[src/rtl/spi_gpg_cmd_decoder.sv]
// SPI command decoder for the GoPiGo3 PWM/LED protocol: validates each slave-select
// framed byte stream and commits motor PWM or RGB LED registers when the frame ends.
module spi_gpg_cmd_decoder #(
    parameter logic [7:0] C_SPI_ADDR    = 8'h08,
    parameter logic [7:0] C_MSG_SET_PWM = 8'h0A,
    parameter logic [7:0] C_MSG_SET_LED = 8'h06,
    parameter int         C_ERR_W       = 8
) (
    input  logic               clk,
    input  logic               rst,
    input  logic               spi_ss_n,
    input  logic               rx_valid,
    input  logic [7:0]         rx_data,
    output logic [7:0]         motor_pwm_left_o,
    output logic [7:0]         motor_pwm_rght_o,
    output logic [23:0]        led_eye_left_rgb_o,
    output logic [23:0]        led_eye_rght_rgb_o,
    output logic [23:0]        led_blink_left_rgb_o,
    output logic [23:0]        led_blink_rght_rgb_o,
    output logic               upd_o,
    output logic [2:0]         upd_id_o,
    output logic               err_o,
    output logic [C_ERR_W-1:0] err_cnt_o
);

    typedef enum logic [2:0] {
        S_IDLE,
        S_ADDR,
        S_TYPE,
        S_TARGET,
        S_PAYLOAD,
        S_WAIT_END,
        S_DISCARD
    } state_t;

    state_t      state;
    state_t      st_b;
    logic        ss_n_d;
    logic        frame_start;
    logic        frame_end;
    logic        byte_ok;
    logic        is_led;
    logic        is_led_b;
    logic [2:0]  len;
    logic [2:0]  len_b;
    logic [2:0]  cnt;
    logic [2:0]  cnt_b;
    logic [2:0]  tgt_id;
    logic [2:0]  id_b;
    logic [23:0] shadow;
    logic [23:0] shadow_b;

    assign frame_start = ss_n_d & ~spi_ss_n;
    assign frame_end   = ~ss_n_d & spi_ss_n;
    // A byte landing in the frame-end cycle still belongs to the frame.
    assign byte_ok     = rx_valid & ~(spi_ss_n & ss_n_d);

    always_comb begin
        st_b     = state;
        len_b    = len;
        cnt_b    = cnt;
        id_b     = tgt_id;
        is_led_b = is_led;
        shadow_b = shadow;
        if (byte_ok) begin
            case (state)
                S_ADDR: begin
                    st_b = (rx_data == C_SPI_ADDR) ? S_TYPE : S_DISCARD;
                end
                S_TYPE: begin
                    if (rx_data == C_MSG_SET_PWM) begin
                        len_b    = 3'd3;
                        cnt_b    = 3'd1;
                        is_led_b = 1'b0;
                        st_b     = S_TARGET;
                    end else if (rx_data == C_MSG_SET_LED) begin
                        len_b    = 3'd5;
                        cnt_b    = 3'd1;
                        is_led_b = 1'b1;
                        st_b     = S_TARGET;
                    end else begin
                        st_b = S_DISCARD;
                    end
                end
                S_TARGET: begin
                    cnt_b = cnt + 3'd1;
                    st_b  = S_PAYLOAD;
                    if (!is_led) begin
                        case (rx_data)
                            8'h01:   id_b = 3'd0;
                            8'h02:   id_b = 3'd1;
                            default: st_b = S_DISCARD;
                        endcase
                    end else begin
                        case (rx_data)
                            8'h02:   id_b = 3'd2;
                            8'h01:   id_b = 3'd3;
                            8'h04:   id_b = 3'd4;
                            8'h08:   id_b = 3'd5;
                            default: st_b = S_DISCARD;
                        endcase
                    end
                end
                S_PAYLOAD: begin
                    // Shifting in R, G, B leaves them at [23:16], [15:8], [7:0]; PWM lands in [7:0].
                    shadow_b = {shadow[15:0], rx_data};
                    cnt_b    = cnt + 3'd1;
                    if (cnt_b == len) begin
                        st_b = S_WAIT_END;
                    end
                end
                S_WAIT_END: begin
                    st_b = S_DISCARD;
                end
                default: begin
                    st_b = state;
                end
            endcase
        end
    end

    always_ff @(posedge clk) begin
        if (rst) begin
            state                <= S_IDLE;
            ss_n_d               <= 1'b1;
            is_led               <= 1'b0;
            len                  <= 3'd0;
            cnt                  <= 3'd0;
            tgt_id               <= 3'd0;
            shadow               <= 24'h0;
            motor_pwm_left_o     <= 8'h0;
            motor_pwm_rght_o     <= 8'h0;
            led_eye_left_rgb_o   <= 24'h0;
            led_eye_rght_rgb_o   <= 24'h0;
            led_blink_left_rgb_o <= 24'h0;
            led_blink_rght_rgb_o <= 24'h0;
            upd_o                <= 1'b0;
            upd_id_o             <= 3'd0;
            err_o                <= 1'b0;
            err_cnt_o            <= '0;
        end else begin
            ss_n_d <= spi_ss_n;
            upd_o  <= 1'b0;
            err_o  <= 1'b0;
            is_led <= is_led_b;
            len    <= len_b;
            cnt    <= cnt_b;
            tgt_id <= id_b;
            shadow <= shadow_b;
            if (frame_end) begin
                state <= S_IDLE;
                if (st_b == S_WAIT_END) begin
                    upd_o    <= 1'b1;
                    upd_id_o <= id_b;
                    case (id_b)
                        3'd0:    motor_pwm_left_o     <= shadow_b[7:0];
                        3'd1:    motor_pwm_rght_o     <= shadow_b[7:0];
                        3'd2:    led_eye_left_rgb_o   <= shadow_b;
                        3'd3:    led_eye_rght_rgb_o   <= shadow_b;
                        3'd4:    led_blink_left_rgb_o <= shadow_b;
                        3'd5:    led_blink_rght_rgb_o <= shadow_b;
                        default: ;
                    endcase
                end else if (st_b != S_IDLE) begin
                    err_o <= 1'b1;
                    if (err_cnt_o != {C_ERR_W{1'b1}}) begin
                        err_cnt_o <= err_cnt_o + {{(C_ERR_W-1){1'b0}}, 1'b1};
                    end
                end
            end else if (frame_start && state == S_IDLE) begin
                state <= S_ADDR;
            end else begin
                state <= st_b;
            end
        end
    end

endmodule

[config.mk]
export PLATFORM = sky130hd
export DESIGN_NAME = spi_gpg_cmd_decoder
export DESIGN_NICKNAME = d
export VERILOG_FILES = /design/src/rtl/spi_gpg_cmd_decoder.sv
export SDC_FILE = /design/constraint.sdc
export NUM_CORES = 1
export LEC_CHECK = 0
export CAP_MARGIN = 25
export CORE_UTILIZATION = 55
export DETAILED_ROUTE_END_ITERATION = 12
export GPL_TIMING_DRIVEN = 1
export PLACE_DENSITY_LB_ADDON = 0.15
export SLEW_MARGIN = 5
export SYNTH_ARGS = -nofsm -noshare
export SYNTH_HDL_FRONTEND = slang
export SYNTH_SLANG_ARGS = --single-unit
[constraint.sdc]
create_clock -name clk -period 5.33 [get_ports clk]
set_clock_uncertainty 0.05 [all_clocks]
set_input_delay 1.599 -clock clk [delete_from_list [all_inputs] [get_ports clk]]
set_output_delay 1.599 -clock clk [all_outputs]
set_load 0.01 [all_outputs]
==> reports/results.ini <==
[status]
outcome=completed

[hold_path]
hold_start=motor_pwm_left_o[2]$_SDFFE_PP0P_
min_path_type=reg2reg
min_path_cells=2
worst_hold_path.endpoint=motor_pwm_left_o[2]$_SDFFE_PP0P_

[floorplanning]
num_rows=39
start_util=0.575
fp.dieW_um=112
die_y_um=112
die_area_um2=12600
ios=137
core_area_um2=11700

[pwr]
p_comb_frac=0.032
power_density_nw_per_um2=285
p_seq_frac=0.491
clkPwrFrac=0.477
p_sw_uw=535
cellInternalPower_uw=1950
p_leak_uw=0.00323
ir_worst_vdd_mv=0.228
p_sw_frac=0.215

[detailed_routing]
via_per_inst=5.43
wl_per_cell_um=17.4
first_pass_iters=5
routed_wl_um=16200
drt-initial-drc-count=365
drc=0
vias=5050
ant_nets=0

[placement]
dp_slack_ns=0.373
placed_cells=898
placed_area_um2=8140
gp_congestion=0.952
port-buffer-count=136
dp_hpwl_um=10800

[run]
drv_cap=0

[global_routing]
gr-usage-all-layers=0.265
overflow=0
grt_max_degree=108
grt_pass1_wl_um=26000
grt_pass1_vias=5061
antenna_found_initial=0

[synthesis]
synth_cells=645
ys_warn_count=0
ys_types=53
syn_area_um2=6700
synth_edf_count=0
synth.avg_cell_area_um2=10.4
ys_seq_area_frac=0.484
synth_nets=660
synth_ff_type=dfxtp_1
async_flop_share=0
ys_seq_elements=162

[cts]
cts_tree=built
clk_pin_slew_worst_paths_ns=0.06
cts_setup_buffers=0
cts_sinks=162
numCtsBuffers=17
cts_max_level=4
ctsResizeCount=0
cts_max_path_buffers=2
ctsHoldBuffers=0
clock_latency_ns=0.42
cts_root_buf=clkbuf_16

[timing]
worst_pin_slew_ns=1.03
report.final.slew_viol_count=0
fin_crit_sh=0.856
hold_viol=0
slew-limit-headroom=0.315
rsz0062_at_grt=no
setup_violations=0
min_period_ns=4.56
fin_ws_ns=0.770
tns_ns=0
whs_ns=0.424
max_freq_mhz=219

[cells_and_area]
final_cells=930
final_nets=789
n_antenna_cell=0
syn2layout_area_growth_pct=30.1
finalInstanceArea_um2=8720
drive_gt1_frac=0.122

[worst_setup_path]
reg2reg_to=led_blink_rght_rgb_o[9]$_SDFFE_PP0P_
cp.arrival_ns=4.82
endpoint_kind=flip-flop
startpoint_type=input pin
reg2reg_from=state[2]$_SDFF_PP0_
critPathMaxFanout=24
crit_required_ns=5.59
r2r_setup_slack_ns=1.79
crit_type=in2reg
r2r.worst_path.cells=8

## stage by stage
step	power, µW	util
4_1_cts	2500	0.748
2_1_floorplan	1300	-
3_5_place_dp	1320	0.698
5_1_grt	2560	0.748
3_3_place_gp	1320	0.698
6_report	2480	0.748
## registers in the layout, summed over array words and instances, names as in the netlist, 2 cells and up
name                  count
cnt                       3
err_cnt_o                 8
led_blink_left_rgb_o     24
led_blink_rght_rgb_o     24
led_eye_left_rgb_o       24
led_eye_rght_rgb_o       24
len                       2
motor_pwm_left_o          8
motor_pwm_rght_o          8
shadow                   24
state                     3
tgt_id                    3
upd_id_o                  3
## logic make-up (layout without fill, tap and decap cells)
group                    Yosys count  in the layout  synth area share
AND/OR/NAND/NOR                  243            243             0.216
XOR/XNOR                           6              6           0.00989
AO/OA/AOI/OAI                     63             63            0.0599
buffers and inverters             49            191            0.0349
adder cells (fa/ha/maj)            3              3           0.00560
flip-flops                       162            162             0.484
multiplexers                     119            119             0.190
## how the worst max path moves through the flow
stage	cells after the start	start	end	slack, ns
2_1_floorplan	9	rx_data[4]	led_blink_left_rgb_o[22]$_SDFFE_PP0P_	1.34
3_3_place_gp	9	rx_data[4]	led_blink_rght_rgb_o[11]$_SDFFE_PP0P_	0.45
6_report	9	rx_data[4]	led_blink_rght_rgb_o[9]$_SDFFE_PP0P_	0.77
3_5_place_dp	9	rx_data[4]	led_blink_rght_rgb_o[10]$_SDFFE_PP0P_	0.37
5_1_grt	9	rx_data[4]	led_blink_rght_rgb_o[21]$_SDFFE_PP0P_	0.61
4_1_cts	9	rx_data[4]	led_blink_rght_rgb_o[9]$_SDFFE_PP0P_	0.80
## routing by layer
layer  GRT usage  up-vias  routed length, µm
met4      0.0844        0                190
met3      0.0756       17                921
met5           0        -                  0
met1       0.336     2439               7310
met2       0.438      154               7800
li1            -     2440                  -
## synth_stat cells (9+ instances only)
library cell | instances | area [µm²]
dfxtp_1 | 162 | 3240
nor2b_1 | 71 | 444
mux2i_1 | 54 | 541
nand2_1 | 54 | 203
nand2b_1 | 54 | 338
mux2_2 | 41 | 462
a21oi_1 | 28 | 140
clkbuf_1 | 24 | 90.1
mux2_1 | 24 | 270
nor2_1 | 18 | 67.6
inv_1 | 13 | 48.8
a21o_1 | 9 | 67.6
## worst max-delay path, stage by stage
cell,delay [ns]
clkdlybuf4s50_1,0.48
nor4_4,0.41
nand4b_1,0.20
a31oi_1,0.37
nand4_1,0.13
or2_1,0.50
nor4_4,0.35
buf_4,0.37
mux2_2,0.39
## final cells by class
class	instances	area, µm²
Clock inverter	12	130
Multi-Input combinational cell	434	3230
Tap cell	143	179
Timing Repair Buffer	146	1450
Inverter	13	48.8
Clock buffer	20	447
Fill cell	842	2940
Sequential cell	162	3240
## power groups by stage
stage	sequential, µW	combinational (µW)	clock [µW]
2_1_floorplan	1240	54.9	0
3_3_place_gp	1250	74.9	0
3_5_place_dp	1250	78.1	0
4_1_cts	1220	78.7	1200
5_1_grt	1220	85.8	1250
6_report	1220	79.2	1180
## placed cells by master (no fill, tap or decap), types with 7 or more instances in the layout
| master | count |
|---|---|
| dfxtp_1 | 162 |
| clkdlybuf4s50_1 | 135 |
| nor2b_1 | 71 |
| nand2b_1 | 54 |
| nand2_1 | 54 |
| mux2i_1 | 54 |
| mux2_2 | 41 |
| a21oi_1 | 28 |
| mux2_1 | 24 |
| nor2_1 | 18 |
| clkbuf_16 | 17 |
| inv_1 | 13 |
| buf_4 | 10 |
| a21o_1 | 9 |
| nand4_1 | 7 |
| o21ai_0 | 7 |
No activity file was read; power rests on OpenSTA's default activity.
